File: config.mk
export PLATFORM = sky130hd
export DESIGN_NAME = generic_trig_counter
export DESIGN_NICKNAME = d
export VERILOG_FILES = /design/src/rtl/generic_trig_counter.sv
export SDC_FILE = /design/constraint.sdc
export NUM_CORES = 1
export LEC_CHECK = 0
export ABC_AREA = 1
export BUFFER_PORTS_ARGS = -buffer_cell sky130_fd_sc_hd__buf_2
export CAP_MARGIN = 25
export CORE_AREA = 2 2 39 41
export DETAILED_ROUTE_END_ITERATION = 10
export DIE_AREA = 0 0 41 43
export PLACE_DENSITY = 0.43
export SLEW_MARGIN = 20
export SYNTH_ARGS = -nofsm -noshare
export SYNTH_HDL_FRONTEND = slang
export SYNTH_SLANG_ARGS = --single-unit
File: constraint.sdc
create_clock -name CLK -period 1.65 [get_ports CLK]
set_input_delay 0.33 -clock CLK [delete_from_list [all_inputs] [get_ports CLK]]
set_output_delay 0.33 -clock CLK [all_outputs]
set_load 0.005 [all_outputs]
File: src/rtl/generic_trig_counter.sv
// -----------------------------------------------------------------------------
// generic_trig_counter
//
// Modulo-(COUNTER_MAX+1) up-counter with a one-cycle terminal-count strobe.
// This is the timebase/prescaler primitive. Instances cascade by feeding one
// TRIG_OUT into the next ENABLE_IN (or CLK).
//
// Parameters
//   COUNTER_WIDTH  bit width of COUNT (>= 1)
//   COUNTER_MAX    terminal value, 0 <= COUNTER_MAX <= 2^COUNTER_WIDTH-1
//
// Ports
//   CLK        in   1              rising-edge clock
//   RESET      in   1              asynchronous reset, active low
//   ENABLE_IN  in   1              count enable, sampled on rising CLK
//   LOAD_IN    in   1              synchronous load (optional, see below)
//   LOAD_VAL   in   COUNTER_WIDTH  load value, clamped to COUNTER_MAX (optional)
//   TRIG_OUT   out  1              registered strobe, high in the cycle COUNT
//                                  reads 0 after a wrap
//   COUNT      out  COUNTER_WIDTH  registered current count
//
// Optional feature
//   Define GENERIC_TRIG_COUNTER_LOAD_EN to add LOAD_IN/LOAD_VAL. A load wins
//   over ENABLE_IN and clears the strobe; RESET still wins over a load.
//
// This block has no FSM and no valid/ready handshake: COUNT and TRIG_OUT are
// presented every cycle.
// -----------------------------------------------------------------------------
module generic_trig_counter #(
  parameter int COUNTER_WIDTH = 4,
  parameter int COUNTER_MAX   = 9
) (
  input  logic                     CLK,
  input  logic                     RESET,
  input  logic                     ENABLE_IN,
`ifdef GENERIC_TRIG_COUNTER_LOAD_EN
  input  logic                     LOAD_IN,
  input  logic [COUNTER_WIDTH-1:0] LOAD_VAL,
`endif
  output logic                     TRIG_OUT,
  output logic [COUNTER_WIDTH-1:0] COUNT
);

  // ---------------------------------------------------------------------------
  // Elaboration-time parameter checks
  // ---------------------------------------------------------------------------
  if (COUNTER_WIDTH < 1) begin : g_bad_width
    $error("generic_trig_counter: COUNTER_WIDTH must be >= 1");
  end

  if ((COUNTER_MAX < 0) ||
      ((COUNTER_WIDTH < 62) &&
       (longint'(COUNTER_MAX) > ((longint'(1) << COUNTER_WIDTH) - 1)))) begin : g_bad_max
    $error("generic_trig_counter: COUNTER_MAX out of range for COUNTER_WIDTH");
  end

  localparam logic [COUNTER_WIDTH-1:0] MAX_VAL = COUNTER_WIDTH'(COUNTER_MAX);
  localparam logic [COUNTER_WIDTH-1:0] ONE     = COUNTER_WIDTH'(1);

  // ---------------------------------------------------------------------------
  // Load path (compiled out when the feature is disabled)
  // ---------------------------------------------------------------------------
  logic                     load_req;
  logic [COUNTER_WIDTH-1:0] load_clamped;

`ifdef GENERIC_TRIG_COUNTER_LOAD_EN
  // When COUNTER_MAX fills the whole width every LOAD_VAL is already legal,
  // so the clamp comparator is left out (it would be constant anyway).
  localparam bit FULL_RANGE =
    (COUNTER_WIDTH < 62) &&
    (longint'(COUNTER_MAX) == ((longint'(1) << COUNTER_WIDTH) - 1));

  if (FULL_RANGE) begin : g_load_noclamp
    assign load_clamped = LOAD_VAL;
  end else begin : g_load_clamp
    assign load_clamped = (LOAD_VAL > MAX_VAL) ? MAX_VAL : LOAD_VAL;
  end

  assign load_req = LOAD_IN;
`else
  assign load_req     = 1'b0;
  assign load_clamped = '0;
`endif

  // ---------------------------------------------------------------------------
  // Next-state logic
  // ---------------------------------------------------------------------------
  logic                     at_max;
  logic [COUNTER_WIDTH-1:0] count_inc;
  logic [COUNTER_WIDTH-1:0] count_next;
  logic                     trig_next;

  assign at_max    = (COUNT == MAX_VAL);
  assign count_inc = COUNT + ONE;

  // The wrap is an explicit clear on the terminal value rather than relying on
  // overflow, so MAX = 2^W-1 and MAX = 0 both fall out of the same compare.
  // The strobe defaults low every cycle, so it can never stretch over a stall.
  always_comb begin
    count_next = COUNT;
    trig_next  = 1'b0;
    if (load_req) begin
      count_next = load_clamped;
    end else if (ENABLE_IN) begin
      if (at_max) begin
        count_next = '0;
        trig_next  = 1'b1;
      end else begin
        count_next = count_inc;
      end
    end
  end

  // ---------------------------------------------------------------------------
  // State registers: both outputs come straight from these flops.
  // ---------------------------------------------------------------------------
  always_ff @(posedge CLK or negedge RESET) begin
    if (!RESET) begin
      COUNT    <= '0;
      TRIG_OUT <= 1'b0;
    end else begin
      COUNT    <= count_next;
      TRIG_OUT <= trig_next;
    end
  end

endmodule

==> flow_summary.toml <==
[outcome]
status = "finished, final reports clean"

[synth]
synthMuxAreaShare_pct = 0
synth_top_area_share_pct = 57.1
syn_area_um2 = 219
ys_ff_latch = 5
ys_seq_area_share_pct = 57.1
synthTopCellsByArea = "dfrtp_1, nand2_2, nor2_1, nor2_4, a21oi_1"
synthAdderAreaFrac_pct = 0
syn_avg_cell_area_um2 = 9.52
synth_top_family_by_area = "simple AND/OR/NAND/NOR gates"
yosysWarnings = 0
ys_types = 11
synth_top_area_cell = "dfrtp_1"
synth-xor-area-share_pct = 4.00
synth_nets = 26
synth_compound_area_share_pct = 4.57
netlist_instances = 23
yosys.area_share.simple_pct = 27.4

[setup_path]
critPathLaunch = "COUNT[2]"
crit_family = "flip-flops"
arrival_ns = 0.81
required_ns = 1.32
crit_path_end_kind = "primary output"
reg2regPathDepth = 6
crit_buf_inv = 1
path_cells = "buf_2"
cp_slowest_cell = "dfrtp_1"
r2r_setup_slack_ns = 0.72
endpoint = "COUNT[2]"
critPathKind = "flip-flop to primary output"
worstSetupPathDepth = 1
cpPeakStageDelay_ns = 0.42
crit_fanout = 5
worstReg2RegEnd = "COUNT[3]"
worst_setup_path_start_kind = "flip-flop"
r2r-start = "COUNT[2]"

[clocking]
tritoncts = "built"
cts_sinks = 5
cts.repair.resized = 0
numCtsBuffers = 3
path_clk_slew_ns = 0.04
insertion_delay_ns = 0.24
h-tree-depth = 1
clk_path_buf_depth = 2
cts_root_buffer = "clkbuf_4"

[floorplan]
die_w_um = 41
rows = 14
start_util_pct = 15.8
dieArea_um2 = 1760
design.core.area_um2 = 1380
io_pins = 8
die_h_um = 43

[grt]
grt_pass1_wl_um = 641
grt_pass1_vias = 150
grt.total_usage_pct = 6.14
grt_overflow_total = 0
antenna_found_initial = 0
grt_max_degree = 6

[route]
wirelength_um = 395
firstDrtPassIters = 4
drt_iter0_drc = 5
drt-wirelength-per-cell_um = 7.75
num_vias = 179
ant_nets = 0
vias_per_cell = 3.51
drc = 0

[worst_hold_path]
hold_class = "input pin to flip-flop"

[sta]
slew_violations = 0
fin_crit_sh_pct = 69.0
slew_headroom_pct = 88.3
timing.fmax_ghz = 0.879
fin_tns_setup_ns = 0
setup_ws_ns = 0.512
finalSetupViolations = 0
final.min_clock_period_ns = 1.14
whs_ns = 0.358
fin_skew_ns = 0.00253
grt_setup_unrepaired = "no"
worst_pin_slew_ns = 0.175
hold_viol_final = 0

[final_layout]
multi_input_area_um2 = 78.8
num-nets-final = 39
final_area_um2 = 310
regArea_um2 = 125
antenna_cells = 0
drive_gt1_share_pct = 48.6
fill_cells = 152
area_growth_syn_to_layout_pct = 41.7

[place]
post-dp-hpwl_um = 299
dp_slack_ns = 0.702
placed_area_um2 = 274
io_buffers = 7
place_congestion = 0.655

[pwr]
seq_power_share_pct = 42.1
peakVddDrop_mv = 0.733
leakage_uw = 0.000168
p_int_uw = 333
power_frac_comb_pct = 30.6
switching_share_pct = 34.5
p_total_uw = 509
p_per_area_nw_per_um2 = 1640
p_clk_share_pct = 27.3
p_sw_uw = 175

[job]
drv_cap = 0
==> registers in the layout (all words and copies together) (netlist names) <==
name / count
TRIG_OUT: 1
COUNT: 4
==> synthesized netlist by cell type, drive strengths merged <==
| library cell | instances |
|---|---|
| nor2 | 5 |
| xor2 | 1 |
| a21oi | 2 |
| dfrtp | 5 |
| inv | 4 |
| nand2 | 5 |
| nand3 | 1 |
==> per-layer routing <==
metal  up-vias  GRT usage [%]  share of wire (%)
met5         -              0                  0
met2        10           6.25                 32
met1        76           7.47                 52
met3         0           7.85                 16
met4         0           2.00                  0
li1         93              -                  -
==> layout make-up <==
cell class / count / share of cell area [%]
clock buffer: 4 / 8.47
inverter: 4 / 4.84
multi-input combinational: 14 / 25.4
sequential: 5 / 40.3
tap: 16 / 6.45
timing repair buffer: 8 / 14.5
==> worst min path at each step <==
stage               end  depth (start not counted)      start  slack, ns
3_5_place_dp   TRIG_OUT                          1      RESET       0.15
3_3_place_gp   TRIG_OUT                          1      RESET       0.15
2_1_floorplan  COUNT[0]                          0      RESET       0.03
6_report       COUNT[0]                          3  ENABLE_IN       0.36
5_1_grt        COUNT[0]                          3  ENABLE_IN       0.37
4_1_cts        COUNT[0]                          3  ENABLE_IN       0.36
==> metrics by stage <==
stage | util (%) | cells
2_1_floorplan | - | 23
4_1_cts | 22.4 | 51
6_report | 22.4 | 51
3_5_place_dp | 19.8 | 46
3_3_place_gp | 19.8 | 46
5_1_grt | 22.4 | 51
==> logic make-up after synthesis <==
group           after synthesis
flops                         5
buf+inv                       4
xor+xnor                      1
simple gates                 11
compound gates                2
==> cells in the final DEF, fill, tap and decap left out <==
cell           netlist  routed
nor2_1               3       3
nand3_1              1       1
clkbuf_4             0       3
nor2_2               1       1
dlygate4sd3_1        0       1
nor2_4               1       1
dfrtp_1              5       5
inv_2                2       2
nand2_1              2       2
nand2_2              3       3
inv_1                2       2
a21oi_1              2       2
clkbuf_1             0       1
xor2_1               1       1
buf_2                0       7
==> power by group through the flow <==
stage | sequential, uW | combinational, uW | clock (uW)
after floorplan | 215 | 92.6 | 0
final | 214 | 156 | 139
after global routing | 221 | 179 | 156
after detailed placement | 214 | 156 | 0
after global placement | 215 | 155 | 0
after CTS | 213 | 158 | 149
==> timing repair <==
action | CTS | global route
hold endpoints to repair | 5 | 0
hold buffers | 1 | 0
setup buffers | 0 | 0
Note: power is estimated with default switching activity, not from simulation.
